File: src/rtl/alu_req_arbiter.sv
// alu_req_arbiter: two-requester round-robin arbiter and sequencer for the shared ALU/divider.
// Optional EXEC watchdog is built when ALU_ARB_TIMEOUT_EN is defined.
module alu_req_arbiter #(
   parameter int DATA_W  = 32,
   parameter int TAG_W   = 4,
   parameter int TIMEOUT = 64
) (
   input  logic                clk_i,
   input  logic                rst_i,
   input  logic [1:0]          req_valid_i,
   output logic [1:0]          req_ready_o,
   input  logic [13:0]         req_op_i,
   input  logic [2*DATA_W-1:0] req_a_i,
   input  logic [2*DATA_W-1:0] req_b_i,
   input  logic [2*TAG_W-1:0]  req_tag_i,
   output logic                alu_en_o,
   output logic [6:0]          alu_operator_o,
   output logic [DATA_W-1:0]   alu_operand_a_o,
   output logic [DATA_W-1:0]   alu_operand_b_o,
   input  logic                alu_ready_i,
   input  logic [DATA_W-1:0]   alu_result_i,
   output logic                rsp_valid_o,
   input  logic                rsp_ready_i,
   output logic                rsp_id_o,
   output logic [TAG_W-1:0]    rsp_tag_o,
   output logic [DATA_W-1:0]   rsp_data_o,
   output logic                rsp_err_o
);

   typedef enum logic [1:0] {ST_IDLE, ST_EXEC, ST_RESP} state_e;

   if (TIMEOUT < 2 || TIMEOUT > 1023) begin : g_timeout_range
      $error("alu_req_arbiter: TIMEOUT must be in 2..1023");
   end

   state_e              r_state;
   state_e              w_state_nxt;
   logic                r_last_grant;
   logic                w_grant_vld;
   logic                w_grant_id;
   logic                w_accept;
   logic                w_timeout;
   logic [6:0]          r_op;
   logic [DATA_W-1:0]   r_a;
   logic [DATA_W-1:0]   r_b;
   logic [TAG_W-1:0]    r_tag;
   logic                r_id;
   logic [DATA_W-1:0]   r_data;

   // Round-robin: the requester that did not win last time has priority.
   always_comb begin
      w_grant_vld = |req_valid_i;
      w_grant_id  = ~r_last_grant;
      if (!req_valid_i[w_grant_id]) begin
         w_grant_id = r_last_grant;
      end
   end

   assign w_accept = (r_state == ST_IDLE) && w_grant_vld;

`ifdef ALU_ARB_TIMEOUT_EN
   localparam logic [9:0] WDOG_LIMIT = 10'(TIMEOUT - 1);
   logic [9:0] r_wdog;
   logic       r_err;

   always_ff @(posedge clk_i or posedge rst_i) begin
      if (rst_i) begin
         r_wdog <= '0;
      end else if (w_accept) begin
         r_wdog <= '0;
      end else if (r_state == ST_EXEC && !alu_ready_i) begin
         r_wdog <= r_wdog + 10'd1;
      end
   end

   // alu_ready_i has priority over an expiring watchdog in the same cycle.
   assign w_timeout = (r_state == ST_EXEC) && !alu_ready_i && (r_wdog == WDOG_LIMIT);

   always_ff @(posedge clk_i or posedge rst_i) begin
      if (rst_i) begin
         r_err <= 1'b0;
      end else if (r_state == ST_EXEC && (alu_ready_i || w_timeout)) begin
         r_err <= w_timeout;
      end
   end
`else
   assign w_timeout = 1'b0;
`endif

   always_ff @(posedge clk_i or posedge rst_i) begin
      if (rst_i) begin
         r_state      <= ST_IDLE;
         r_last_grant <= 1'b1;
      end else begin
         r_state <= w_state_nxt;
         if (w_accept) begin
            r_last_grant <= w_grant_id;
         end
      end
   end

   // Request payload and result registers carry no reset; outputs are gated by state.
   always_ff @(posedge clk_i) begin
      if (w_accept) begin
         r_id  <= w_grant_id;
         r_op  <= w_grant_id ? req_op_i[13:7] : req_op_i[6:0];
         r_a   <= w_grant_id ? req_a_i[2*DATA_W-1:DATA_W] : req_a_i[DATA_W-1:0];
         r_b   <= w_grant_id ? req_b_i[2*DATA_W-1:DATA_W] : req_b_i[DATA_W-1:0];
         r_tag <= w_grant_id ? req_tag_i[2*TAG_W-1:TAG_W] : req_tag_i[TAG_W-1:0];
      end
      if (r_state == ST_EXEC && (alu_ready_i || w_timeout)) begin
         r_data <= alu_ready_i ? alu_result_i : '0;
      end
   end

   always_comb begin
      w_state_nxt     = r_state;
      req_ready_o     = 2'b00;
      alu_en_o        = 1'b0;
      alu_operator_o  = '0;
      alu_operand_a_o = '0;
      alu_operand_b_o = '0;
      rsp_valid_o     = 1'b0;
      rsp_id_o        = 1'b0;
      rsp_tag_o       = '0;
      rsp_data_o      = '0;
      case (r_state)
         ST_IDLE: begin
            if (w_grant_vld) begin
               w_state_nxt = ST_EXEC;
               if (!rst_i) begin
                  req_ready_o = w_grant_id ? 2'b10 : 2'b01;
               end
            end
         end
         ST_EXEC: begin
            alu_en_o        = 1'b1;
            alu_operator_o  = r_op;
            alu_operand_a_o = r_a;
            alu_operand_b_o = r_b;
            if (alu_ready_i || w_timeout) begin
               w_state_nxt = ST_RESP;
            end
         end
         ST_RESP: begin
            rsp_valid_o = 1'b1;
            rsp_id_o    = r_id;
            rsp_tag_o   = r_tag;
            rsp_data_o  = r_data;
            if (rsp_ready_i) begin
               w_state_nxt = ST_IDLE;
            end
         end
         default: w_state_nxt = ST_IDLE;
      endcase
   end

`ifdef ALU_ARB_TIMEOUT_EN
   assign rsp_err_o = (r_state == ST_RESP) && r_err;
`else
   assign rsp_err_o = 1'b0;
`endif

endmodule

File: config.mk
export PLATFORM = sky130hd
export DESIGN_NAME = alu_req_arbiter
export DESIGN_NICKNAME = d
export VERILOG_FILES = /design/src/rtl/alu_req_arbiter.sv
export SDC_FILE = /design/constraint.sdc
export NUM_CORES = 1
export LEC_CHECK = 0
export CORE_ASPECT_RATIO = 0.8
export CORE_MARGIN = 8
export CORE_UTILIZATION = 35
export DETAILED_ROUTE_END_ITERATION = 12
export HOLD_SLACK_MARGIN = 0.05
export PLACE_DENSITY = 0.81
export REMOVE_ABC_BUFFERS = 1
export SLEW_MARGIN = 20
export SYNTH_ARGS = -nofsm -noshare
export SYNTH_HDL_FRONTEND = slang
export SYNTH_SLANG_ARGS = --single-unit
File: constraint.sdc
create_clock -name clk_i -period 2.71 [get_ports clk_i]
set_input_delay 0.4065 -clock clk_i [delete_from_list [all_inputs] [get_ports clk_i]]
set_output_delay 0.4065 -clock clk_i [all_outputs]
set_load 0.01 [all_outputs]
# ---- After elaboration in Yosys (flattened, before gate mapping)
# Cells that the tools add are included.
dict set report op_classes {
  n_lt_le_gt_ge 1
  eq_ne 5
  muxes 23
  n_bitwise 1
  n_reduce_logical 5
}
# op n
set ops {}
lappend ops {{32-bit two-way mux} 5}
lappend ops {{2-bit two-way mux} 7}
lappend ops {{7-bit two-way mux} 2}
lappend ops {{4-bit two-way mux} 2}
lappend ops {{1-bit two-way mux} 6}
lappend ops {{2-bit inequality test (second input constant)} 3}
lappend ops {{2-bit one-hot mux with 3 select lines} 1}
lappend ops {{3-bit AND reduction} 1}
lappend ops {{2-bit by 1-bit equality test with 1-bit output (second input constant)} 1}
lappend ops {{2-bit equality test (second input constant)} 1}
lappend ops {{1-bit logical AND} 2}
lappend ops {{2-bit zero test} 1}
lappend ops {{1-bit by 2-bit less-than comparator with 1-bit output (second input constant)} 1}
lappend ops {{2-bit OR reduction} 1}
lappend ops {{1-bit inverter} 1}
dict set report totals {
  regBits 111
  in_bits 188
  output_inout_bits 113
  wordCells 43
}

# ---- Depth between registers and ports, before layout
# Gate-level depths: netlist of the first run.
dict set report logic_depth {
  depth_word 8
  mapped_depth 5
  mapped_depth_nobuf 3
}

# ---- Worst setup path after synthesis of the first run
# OpenSTA, ideal clock, no wires.
dict set report synth_timing {
  kind {flip-flop to flip-flop}
  start {reg r_state[1]}
  end {reg r_a[0], enable pin}
  setup_ns 0.440
  arrival_ns 2.331
  required_time_ns 2.270
  slack_ns -0.061
  stages_incl_launch_ff 3
  path_buffers 0
  period_less_slack_ns 2.771
  cell_sequence {dfrtp_1 -> nor2_1 -> o21a_1}
}
dict set report synth_between {
  elab_chain_len 2
}
# element line
set synth_lines {}
lappend synth_lines {{start, declared} 36} ;# state_e r_state;
lappend synth_lines {{start signal, assigned} 95} ;# r_state <= w_state_nxt;
lappend synth_lines {{2-bit zero test} 59} ;# assign w_accept = (r_state == ST_IDLE) && w_grant_vld;
lappend synth_lines {{1-bit logical AND} 59}
lappend synth_lines {{net w_accept} 41} ;# logic w_accept;
lappend synth_lines {{end signal, assigned} 107} ;# r_a <= w_grant_id ? req_a_i[2*DATA_W-1:DATA_W] : req_a_i[DATA_W-1:0];
lappend synth_lines {{end, declared} 44} ;# logic [DATA_W-1:0] r_a;
# The timed path passes the listed nets, and every way through them passes these cells.
# A chain may end at the register's enable or synchronous reset.

# ---- Worst setup path after layout of the first run
dict set report layout_timing {
  start {reg r_state[1]}
  end {out rsp_data_o[31]}
}
dict set report layout_between {
  elab_chain_len 2
}
# element line
set layout_lines {}
lappend layout_lines {{2-bit equality test} 127} ;# case (r_state)
lappend layout_lines {{32-bit two-way mux} 127}
lappend layout_lines {{end, declared} 26} ;# output logic [DATA_W-1:0] rsp_data_o,
# No other way between the ends.

==> results of run 1 <==
[worst paths after layout]
| path | start | cells after the start | slack, ns | endpoint |
|---|---|---|---|---|
| worst max-delay path | r_state[1] | 4 | 0.24 | rsp_data_o[31] |
| worst min-delay path | rst_i | 2 | 0.29 | r_state[1] |
| worst max register to register | r_last_grant | 4 | 0.73 | r_a[20] |
| worst min register to register | r_last_grant | 2 | 0.58 | r_last_grant |
| max in group asynchronous | rst_i | 2 | 2.20 | r_last_grant |
| min in group clk_i | r_last_grant | 2 | 0.58 | r_last_grant |
[area by class of cell]
type / count / area [µm²] / share of cell area
sequential: 111 / 3320 / 0.376
timing repair buffer: 307 / 3120 / 0.353
multi-input combinational: 232 / 1850 / 0.209
tap: 189 / 236 / 0.0268
clock buffer: 9 / 225 / 0.0255
clock inverter: 7 / 71.3 / 0.00807
inverter: 4 / 15.0 / 0.00170
[layout by cell type, fill, tap and decap left out, drive strengths merged]
cell and instances:
a211oi 1, a21boi 1, a21o 1, a21oi 1
a31oi 1, and2 141, and3 2, buf 8
bufinv 1, clkbuf 9, clkdlybuf4s50 299, clkinv 3
clkinvlp 2, conb 1, dfrtp 2, dfstp 1
edfxtp 108, inv 5, mux2 75, nand2 1
nand2b 1, nor2 1, nor2b 2, nor3 2
o21a 1
[registers in the layout, summed over array words and instances, names as in the netlist]
signal,flops
r_a,32
r_b,32
r_data,32
r_id,1
r_last_grant,1
r_op,7
r_state,2
r_tag,4
[metrics by stage]
step / worst slack (ns) / instances / instance area (µm²) / util
global placement: 0.462 / 843 / 8540 / 0.572
floorplan: -0.744 / 347 / 5160 / -
detailed placement: 0.415 / 843 / 8540 / 0.572
finish: 0.237 / 859 / 8830 / 0.592
global route: 0.0962 / 859 / 8830 / 0.592
CTS: 0.178 / 859 / 8830 / 0.592
[cells by family (layout without fill, tap and decap cells)]
| logic type | count (synthesis) | count (layout) | share of synthesized area |
|---|---|---|---|
| AND/OR/NAND/NOR | 150 | 150 | 0.176 |
| flip-flops | 111 | 111 | 0.627 |
| multiplexers | 75 | 75 | 0.160 |
| buffers and inverters | 28 | 327 | 0.0277 |
| AO/OA/AOI/OAI | 6 | 6 | 0.00852 |
| other | 1 | 1 | 0.000709 |
[per-layer routing]
layer | part of all wire | wire length, µm | up-vias
met3 | 0.10 | 1580 | 11
li1 | - | - | 1880
met2 | 0.51 | 8010 | 178
met5 | 0 | 0 | -
met4 | 0.010 | 164 | 0
met1 | 0.38 | 6050 | 1933
[worst reg2reg max path, delay by kind of cell, from the launching register on]
family | cells | cell delay (ns)
flip-flops | 1 | 0.59
AND/OR/NAND/NOR | 1 | 0.16
multiplexers | 1 | 0.42
buffers and inverters | 1 | 0.30
AO/OA/AOI/OAI | 1 | 0.26
[power breakdown]
| part | internal [µW] | switching [µW] |
|---|---|---|
| sequential | 2620 | 138 |
| clock | 718 | 604 |
| combinational | 1950 | 1570 |
| total | 5280 | 2310 |
==> metrics.log, run 1 <==
[metrics] outcome: completed
[metrics] vias in the first global route: 4,338
[metrics] relative area change from synthesis to final layout: 67.0%
[metrics] static leakage: 0.00316 µW
[metrics] global placer's final weighted congestion: around 0.77
[metrics] highest cell delay on the worst timing path: 0.55 ns
[metrics] Post-Route Hold Slack: around 0.29 ns
[metrics] pin count of the biggest net entering global routing: 77
[metrics] critical path buffer and inverter count: 2
[metrics] Post-synth top flop: sky130_fd_sc_hd__edfxtp_1
[metrics] slowest CP cell: sky130_fd_sc_hd__clkdlybuf4s50_1
[metrics] CP Data Required Time: about 2.3 ns
[metrics] Pwr Density: 860 mW/mm²
[metrics] layout filler cell count: 1,160
[metrics] final worst path period need: 2.47 ns
[metrics] Hold Fails Final Rpt: 0
[metrics] setup repair after global routing missed its margin: false
[metrics] yosys warns: 0
[metrics] library cells used by synthesis: 24
[metrics] library cell with the highest instance count after synthesis: sky130_fd_sc_hd__and2_1
[metrics] Worst-path clk slew: approximately 0.070 ns
[metrics] met3 track demand over resource: 0.0772
[metrics] Post-synth ARST share: 0.0270
[metrics] total track usage: 0.161
[metrics] peak ir drop on the vdd network: 0.478 mV
[metrics] routed len/inst: 18.4 µm
[metrics] Max Clock Skew: 0.00640 ns
[metrics] TritonCTS clock tree: done
[metrics] number of vias in the routed layout: 4,002
[metrics] die outline area: 0.0193 mm²
[metrics] total overflow reported by the global router: 0
[metrics] iteration count of the initial detailed-routing pass: 4
[metrics] mapped cell area: ~0.0053 mm²
[metrics] initial antenna violation count: 0
[metrics] # IOs: 301
[metrics] Die Y: 126 µm
[metrics] DP HPWL: 12,500 µm
[metrics] Max Transition Viols Final: 0
[metrics] sort of element at the end of the critical path: primary output
[metrics] buffers added on ports: 299
[metrics] Synth area leader: sky130_fd_sc_hd__edfxtp_1
[metrics] number of maximum-capacitance violations: 0
[metrics] gate count of the mapped netlist: between 300 and 400
[metrics] die width: 153 µm
[metrics] root cell of the clock tree: sky130_fd_sc_hd__clkbuf_16
[metrics] WS Path Type: flip-flop to primary output
[metrics] aggregate negative setup slack: 0 ns
[metrics] clock latency at the later pin of the worst-skew pair: 0.35 ns
[metrics] total of cells resized after clock tree synthesis: 0
[metrics] standard-cell rows: 40
[metrics] number of nets in the layout: 853
[metrics] global routing usage on met2: 0.285
[metrics] cell types with the largest area share after synthesis: sky130_fd_sc_hd__edfxtp_1 (61%), sky130_fd_sc_hd__and2_1 (17%), sky130_fd_sc_hd__mux2_1 (8.3%)
[metrics] path type of the worst min-delay path: input pin to async pin
[metrics] Synth top area share: 0.613
[metrics] setup violation total in the final timing report: 0
[metrics] leading cell types by count after synthesis: sky130_fd_sc_hd__and2_1 (141), sky130_fd_sc_hd__edfxtp_1 (108), sky130_fd_sc_hd__mux2_1 (39)
[metrics] sequential-to-total area share from yosys stat: 0.627
[metrics] CORE AREA: 0.0149 mm²
[metrics] TritonCTS buffer count: 9
[metrics] Initial DRC Count: around 140
[metrics] DR vias/cell: 4.66
[metrics] highest attainable clock frequency: 0.404 GHz
[metrics] ordered cell list for the critical path: nor2b_2 > buf_4 > and2_1 > clkdlybuf4s50_1
[metrics] remaining design rule violation count: 0
[metrics] count of hold buffers inserted by post-cts repair: 0
[metrics] maximum number of buffers from clock root to sink: 2
[metrics] Synth Area per Inst: between 10 and 15 µm²
[metrics] fraction of layout cells with a size suffix above 1: 0.0955
[metrics] Clock Sink Count: 111
[metrics] GR Util met1: 0.172
[metrics] post-CTS setup buffer count: 0
[metrics] number of H-tree levels: 3
[metrics] startpoint types: flip-flop
[metrics] effective utilization at floorplan: 0.355
[metrics] global-route wire length before repair: about 24,000 µm
[metrics] number of inserted diodes: 0
[metrics] count of antenna-violating nets left after detailed routing: 0
[metrics] number of flops mapped to enable cells by yosys: 108
[metrics] highest-utilization routing layer at the global route stage: met2
[metrics] fraction of the cycle the final worst path needs: 0.912
[metrics] Worst path top cell family by delay: buffers and inverters
[metrics] signal arrival time at the worst endpoint: a little over 2 ns
[metrics] maximum fanout along the worst path: 39
[metrics] total wirelength of the detailed-routed design: 15,800 µm
[metrics] post-layout total power: 7590 µW
[metrics] flops & latches, synth: 111
(Power assumes the default switching activity.)
==> run 2, diff against run 1 <==
--- a/config.mk
+++ b/config.mk
@@ -7,10 +7,11 @@
 export LEC_CHECK = 0
 export CORE_ASPECT_RATIO = 0.8
 export CORE_MARGIN = 8
-export CORE_UTILIZATION = 35
+export CORE_UTILIZATION = 36
+export CTS_BUF_LIST = sky130_fd_sc_hd__clkbuf_4
 export DETAILED_ROUTE_END_ITERATION = 12
 export HOLD_SLACK_MARGIN = 0.05
-export PLACE_DENSITY = 0.81
+export PLACE_DENSITY = 0.83
 export REMOVE_ABC_BUFFERS = 1
 export SLEW_MARGIN = 20
 export SYNTH_ARGS = -nofsm -noshare
==> metrics.log, run 2 (synthesis results as in run 1) <==
[metrics] highest cell delay on the worst timing path: 0.55 ns (about the same)
[metrics] TritonCTS clock tree: done (unchanged)
[metrics] global-route wire length before repair: 24,300 µm (about the same)
[metrics] peak ir drop on the vdd network: 0.616 mV (was 0.478 mV)
[metrics] outcome: completed (unchanged)
[metrics] path type of the worst min-delay path: flip-flop to flip-flop (was input pin to async pin)
[metrics] total wirelength of the detailed-routed design: 16,400 µm (was 15,800 µm)
[metrics] TritonCTS buffer count: 9 (unchanged)
[metrics] count of antenna-violating nets left after detailed routing: 0 (unchanged)
[metrics] post-layout total power: 7120 µW (was 7590 µW)
[metrics] setup repair after global routing missed its margin: false (unchanged)
[metrics] reg-to-reg endpoint: r_op[3] (was r_a[20])
[metrics] length of routed met2 wiring: 8880 µm (was 8010 µm)
[metrics] clock latency at the later pin of the worst-skew pair: 0.46 ns (was 0.35 ns)
[metrics] number of H-tree levels: 3 (unchanged)
[metrics] fraction of the cycle the final worst path needs: 0.933 (was 0.912)
[metrics] maximum fanout along the worst path: 36 (was 39)
[metrics] origin of the worst setup path: r_state[1] (unchanged)
[metrics] signal arrival time at the worst endpoint: 2.12 ns (was 2.07 ns)
[metrics] number of nets in the layout: 856 (was 853)
[metrics] number of maximum-capacitance violations: 0 (unchanged)
[metrics] remaining design rule violation count: 0 (unchanged)
[metrics] maximum number of buffers from clock root to sink: 2 (unchanged)
[metrics] final worst path period need: 2.53 ns (was 2.47 ns)
[metrics] post-placement worst setup slack: 0.407 ns (was 0.415 ns)
[metrics] post-CTS setup buffer count: 0 (unchanged)
[metrics] sort of element at the end of the critical path: primary output (unchanged)
[metrics] setup violation total in the final timing report: 0 (unchanged)
[metrics] # IOs: 301 (unchanged)
[metrics] static leakage: 0.00311 µW (was 0.00316 µW)
[metrics] worst setup slack for register-to-register paths: 0.69 ns (was 0.73 ns)
[metrics] Die Y: 124 µm (was 126 µm)
[metrics] ordered cell list for the critical path: nor2b_2 > buf_6 > and2_1 > clkdlybuf4s50_1 (was nor2b_2 > buf_4 > and2_1 > clkdlybuf4s50_1)
[metrics] most common library cell in the layout ignoring fill and taps: sky130_fd_sc_hd__clkdlybuf4s50_1 (unchanged)
[metrics] DR WL met3: 1220 µm (was 1580 µm)
[metrics] iteration count of the initial detailed-routing pass: 4 (unchanged)
[metrics] pin count of the biggest net entering global routing: 53 (was 77)
[metrics] buffers added on ports: 299 (unchanged)
[metrics] Clock Sink Count: 111 (unchanged)
[metrics] highest-count cells in the layout ignoring fill and taps: sky130_fd_sc_hd__clkdlybuf4s50_1 (299), sky130_fd_sc_hd__and2_1 (141), sky130_fd_sc_hd__edfxtp_1 (108) (unchanged)
[metrics] highest attainable clock frequency: 0.395 GHz (was 0.404 GHz)
[metrics] root cell of the clock tree: sky130_fd_sc_hd__clkbuf_4 (was sky130_fd_sc_hd__clkbuf_16)
[metrics] hold path start: r_state[1]
[metrics] met1 WL: 5960 µm (was 6050 µm)
[metrics] top metal layer carrying routed signals: met4 (unchanged)
[metrics] number of cells on the worst reg-to-reg path: 4 (unchanged)
[metrics] die width: 152 µm (was 153 µm)
[metrics] DP HPWL: 13,000 µm (was 12,500 µm)
[metrics] aggregate negative setup slack: 0 ns (unchanged)
[metrics] fraction of layout cells with a size suffix above 1: 0.103 (was 0.0955)
[metrics] Top Registers: r_a (32), r_b (32), r_data (32) (unchanged)
[metrics] total track usage: 0.170 (was 0.161)
[metrics] Worst R2R Start: r_last_grant (unchanged)
[metrics] slowest CP cell: sky130_fd_sc_hd__clkdlybuf4s50_1 (unchanged)
[metrics] Worst-path clk slew: 0.17 ns (was 0.07 ns)
[metrics] Final Util: 0.606 (was 0.592)
[metrics] layout filler cell count: 1,087 (was 1,160)
[metrics] vias in the first global route: 4,340 (was 4,338)
[metrics] die outline area: 0.0189 mm² (was 0.0193 mm²)
[metrics] effective utilization at floorplan: 0.369 (was 0.355)
[metrics] total overflow reported by the global router: 0 (unchanged)
[metrics] Max Transition Viols Final: 0 (unchanged)
[metrics] initial antenna violation count: 1 (was 0)
[metrics] Pwr Density: 819 mW/mm² (was 860 mW/mm²)
[metrics] hold path cells: 1
[metrics] global placer's final weighted congestion: 0.808 (was 0.766)
[metrics] Max Clock Skew: 0.0186 ns (was 0.00640 ns)
[metrics] final worst slack: 0.181 ns (was 0.237 ns)
[metrics] WS Path Type: flip-flop to primary output (unchanged)
[metrics] startpoint types: flip-flop (unchanged)
[metrics] DR vias/cell: 4.58 (was 4.66)
[metrics] number of vias in the routed layout: 3,926 (was 4,002)
[metrics] Hold Fails Final Rpt: 0 (unchanged)
[metrics] CORE AREA: 0.0143 mm² (was 0.0149 mm²)
[metrics] Initial DRC Count: 176 (was 138)
[metrics] CP Data Required Time: 2.30 ns (about the same)
[metrics] routed len/inst: 19.1 µm (was 18.4 µm)
[metrics] Post-Route Hold Slack: 0.533 ns (was 0.289 ns)
[metrics] relative area change from synthesis to final layout: 64.4% (was 67.0%)
[metrics] standard-cell rows: 39 (was 40)
[metrics] endpoint with the worst hold slack: r_state[0]
-- run 2: stage by stage --
step / cell area, µm² / instances
finish: 8700 / 858
global route: 8700 / 858
CTS: 8690 / 857
detailed placement: 8530 / 840
global placement: 8530 / 840
floorplan: 5160 / 347
-- run 2: cell type report --
cell class              instances  area, µm²  share of cell area
inverters                       4       15.0             0.00173
clock inverters                 6       70.1             0.00806
diodes                          1       2.50            0.000288
repair buffers                310       3130               0.360
flip-flops and latches        111       3320               0.382
clock buffers                  10       75.1             0.00863
well taps                     184        230              0.0265
multi-input cells             232       1850               0.213
-- run 2: repair_timing --
action,in CTS,in global routing
pin swaps,0,0
hold endpoints to repair,2,0
hold buffers,1,0
gates resized for setup,1,2
setup endpoints to repair,22,34
-- run 2: how the worst max path moves through the flow --
stage	slack (ns)	endpoint	depth (start not counted)
finish	0.18	rsp_data_o[16]	4
floorplan	-0.74	r_a[0]	3
CTS	0.04	rsp_data_o[24]	4
global placement	0.44	r_op[4]	5
detailed placement	0.41	r_a[25]	5
global route	0.006	rsp_data_o[7]	4
-- run 2: report_power, final --
group          internal [µW]  switching, µW  total (µW)
clock network            299            555         854
logic                   1950           1570        3520
registers               2610            139        2750
-- run 2: metal layers --
layer	track usage	vias to the layer above
li1	-	1889
met1	0.176	1876
met2	0.319	144
met3	0.0497	17
met4	0.0512	0
met5	0	-
-- run 2: worst max-delay path, delay by kind of cell (launching register included) --
family                 cells  cell delay, ns
buffers and inverters      2            0.80
DFF                        1            0.46
and+or+nand+nor            2            0.39
==> run 3, diff against run 2 <==
--- a/config.mk
+++ b/config.mk
@@ -6,12 +6,12 @@
 export NUM_CORES = 1
 export LEC_CHECK = 0
 export CORE_ASPECT_RATIO = 0.8
-export CORE_MARGIN = 8
+export CORE_MARGIN = 10
 export CORE_UTILIZATION = 36
 export CTS_BUF_LIST = sky130_fd_sc_hd__clkbuf_4
 export DETAILED_ROUTE_END_ITERATION = 12
 export HOLD_SLACK_MARGIN = 0.05
-export PLACE_DENSITY = 0.83
+export PLACE_DENSITY = 0.79
 export REMOVE_ABC_BUFFERS = 1
 export SLEW_MARGIN = 20
 export SYNTH_ARGS = -nofsm -noshare
==> metrics.log, run 3 (synthesis results as in run 1) <==
[metrics] outcome: completed (unchanged)
[metrics] highest attainable clock frequency: 0.393 GHz (was 0.395 GHz)
[metrics] fraction of layout cells with a size suffix above 1: 0.104 (was 0.103)
[metrics] highest cell delay on the worst timing path: 0.56 ns (was 0.55 ns)
[metrics] setup violation total in the final timing report: 0 (unchanged)
[metrics] net switching power: 2350 µW (was 2260 µW)
[metrics] CORE AREA: 0.0143 mm² (unchanged)
[metrics] final non-filler cell area: 0.00876 mm² (was 0.00870 mm²)
[metrics] power share of the combinational group: 0.510 (was 0.494)
[metrics] hold path start: rsp_ready_i (was r_state[1])
[metrics] initial antenna violation count: 1 (unchanged)
[metrics] vias in the first global route: 4,254 (was 4,340)
[metrics] origin of the worst setup path: r_state[0] (was r_state[1])
[metrics] area of combinational cells with multiple inputs: 0.00185 mm² (unchanged)
[metrics] cell area after placement: 0.00852 mm² (was 0.00853 mm²)
[metrics] Clock Power Share: 0.117 (was 0.120)
[metrics] switching part of the total power: 0.322 (was 0.317)
[metrics] sort of element at the end of the critical path: primary output (unchanged)
[metrics] layout filler cell count: 1,127 (was 1,087)
[metrics] maximum number of buffers from clock root to sink: 2 (unchanged)
[metrics] ordered cell list for the critical path: nor2b_4 > buf_12 > clkbuf_16 > and2_1 > clkdlybuf4s50_1 (was nor2b_2 > buf_6 > and2_1 > clkdlybuf4s50_1)
[metrics] maximum fanout along the worst path: 32 (was 36)
[metrics] count of antenna-violating nets left after detailed routing: 0 (unchanged)
[metrics] CP Data Required Time: 2.30 ns (about the same)
[metrics] WS Path Type: flip-flop to primary output (unchanged)
[metrics] sequential share of power: 0.373 (was 0.386)
[metrics] die outline area: 0.0200 mm² (was 0.0189 mm²)
[metrics] effective utilization at floorplan: 0.369 (unchanged)
[metrics] Final Util: 0.611 (was 0.606)
[metrics] startpoint types: flip-flop (unchanged)
[metrics] number of H-tree levels: 3 (unchanged)
[metrics] root cell of the clock tree: sky130_fd_sc_hd__clkbuf_4 (unchanged)
[metrics] critical path depth in cells: 5 (was 4)
[metrics] number of cells on the worst reg-to-reg path: 4 (unchanged)
[metrics] relative area change from synthesis to final layout: 65.6% (was 64.4%)
[metrics] Die Y: 128 µm (was 124 µm)
[metrics] TritonCTS buffer count: 9 (unchanged)
[metrics] highest-count cells in the layout ignoring fill and taps: sky130_fd_sc_hd__clkdlybuf4s50_1 (299), sky130_fd_sc_hd__and2_1 (141), sky130_fd_sc_hd__edfxtp_1 (108) (unchanged)
[metrics] total wirelength of the detailed-routed design: 17,600 µm (was 16,400 µm)
[metrics] crit path capture: alu_operand_b_o[2] (was rsp_data_o[16])
[metrics] DR vias/cell: 4.62 (was 4.58)
[metrics] total track usage: 0.166 (was 0.170)
[metrics] remaining design rule violation count: 0 (unchanged)
[metrics] TritonCTS clock tree: done (unchanged)
[metrics] static leakage: 0.00314 µW (was 0.00311 µW)
[metrics] Worst path top cell family by delay: buffers and inverters (unchanged)
[metrics] Pwr Density: 836 mW/mm² (was 819 mW/mm²)
[metrics] Top Registers: r_a (32), r_b (32), r_data (32) (unchanged)
[metrics] Max Transition Viols Final: 0 (unchanged)
[metrics] most common library cell in the layout ignoring fill and taps: sky130_fd_sc_hd__clkdlybuf4s50_1 (unchanged)
[metrics] critical path buffer and inverter count: 3 (was 2)
[metrics] # IOs: 301 (unchanged)
[metrics] reg-to-reg endpoint: r_a[20] (was r_op[3])
[metrics] number of maximum-capacitance violations: 0 (unchanged)
[metrics] total overflow reported by the global router: 0 (unchanged)
[metrics] Worst-path clk slew: 0.17 ns (about the same)
[metrics] Max Clock Skew: 0.0204 ns (was 0.0186 ns)
[metrics] die width: 156 µm (was 152 µm)
[metrics] Worst R2R Start: r_last_grant (unchanged)
[metrics] fraction of the cycle the final worst path needs: 0.939 (was 0.933)
[metrics] Clock Sink Count: 111 (unchanged)
[metrics] Initial DRC Count: 195 (was 176)
[metrics] iteration count of the initial detailed-routing pass: 4 (unchanged)
[metrics] aggregate negative setup slack: 0 ns (unchanged)
[metrics] pin count of the biggest net entering global routing: 77 (was 53)
[metrics] number of vias in the routed layout: 3,974 (was 3,926)
[metrics] Hold Fails Final Rpt: 0 (unchanged)
[metrics] FF+latch area: 0.00332 mm² (about the same)
[metrics] slowest CP cell: sky130_fd_sc_hd__clkdlybuf4s50_1 (unchanged)
[metrics] buffers added on ports: 299 (unchanged)
[metrics] Post-Route Hold Slack: 0.498 ns (was 0.533 ns)
[metrics] routed len/inst: 20.5 µm (was 19.1 µm)
[metrics] worst setup slack for register-to-register paths: 0.61 ns (was 0.69 ns)
[metrics] standard-cell rows: 39 (unchanged)
[metrics] signal arrival time at the worst endpoint: 2.14 ns (was 2.12 ns)
[metrics] number of nets in the layout: 859 (was 856)
[metrics] setup repair after global routing missed its margin: false (unchanged)
[metrics] global-route wire length before repair: 25,300 µm (was 24,300 µm)
[metrics] internal power: 4960 µW (was 4860 µW)
[metrics] global placer's final weighted congestion: 0.797 (was 0.808)
[metrics] clock latency at the later pin of the worst-skew pair: 0.50 ns (was 0.46 ns)
[metrics] final worst path period need: 2.55 ns (was 2.53 ns)
[metrics] DP HPWL: 13,600 µm (was 13,000 µm)
[metrics] peak ir drop on the vdd network: 0.666 mV (was 0.616 mV)
[metrics] path type of the worst min-delay path: input pin to flip-flop (was flip-flop to flip-flop)
run 3: how the worst min path moves through the flow:
stage	slack, ns	cells after the start	end
6_report	0.50	3	r_state[1]
5_1_grt	0.46	3	r_state[1]
4_1_cts	0.45	3	r_state[1]
3_5_place_dp	0.56	1	r_state[0]
3_3_place_gp	0.54	1	r_state[0]
2_1_floorplan	0.16	1	r_state[0]
run 3: metal layers:
metal  routed length, µm  up-vias  GRT usage
met1                6420     1907      0.172
met5                   0        -          0
met4                 279        0     0.0451
met3                1570       17     0.0719
met2                9340      160      0.300
li1                    -     1890          -
run 3: per-stage QoR:
stage	instances	setup slack (ns)	total power, µW
after CTS	857	0.0149	7260
final	861	0.164	7320
after detailed placement	838	0.331	6370
after global placement	838	0.437	6280
after floorplan	347	-0.744	4340
after global routing	861	0.0338	7740
run 3: final cells by class:
type | count | area share
repair buffers | 313 | 0.366
well taps | 184 | 0.0263
inverters | 4 | 0.00171
diodes | 1 | 0.000286
clock buffers | 9 | 0.00771
clock inverters | 7 | 0.00828
flip-flops and latches | 111 | 0.379
multi-input cells | 232 | 0.211
run 3: worst register-to-register path: cells and delay by family (launching register included):
kind,cells,cell delay (ns)
buf+inv,1,0.37
simple gates,1,0.17
mux,1,0.46
flops,1,0.63
compound gates,1,0.24
run 3: power groups by stage:
stage	registers [µW]	clock network [µW]	logic (µW)
floorplan	2760	0	1580
global placement	2760	0	3520
detailed placement	2790	0	3580
CTS	2740	889	3630
global route	2780	955	4010
finish	2730	854	3730
run 3: repair_timing:
| item | CTS | global route |
|---|---|---|
| hold buffers | 1 | 0 |
| endpoints found under the setup margin | 64 | 76 |
| gates resized for setup | 0 | 2 |
| hold endpoints to repair | 2 | 0 |
| cloned | 0 | 2 |
| setup buffers | 2 | 1 |
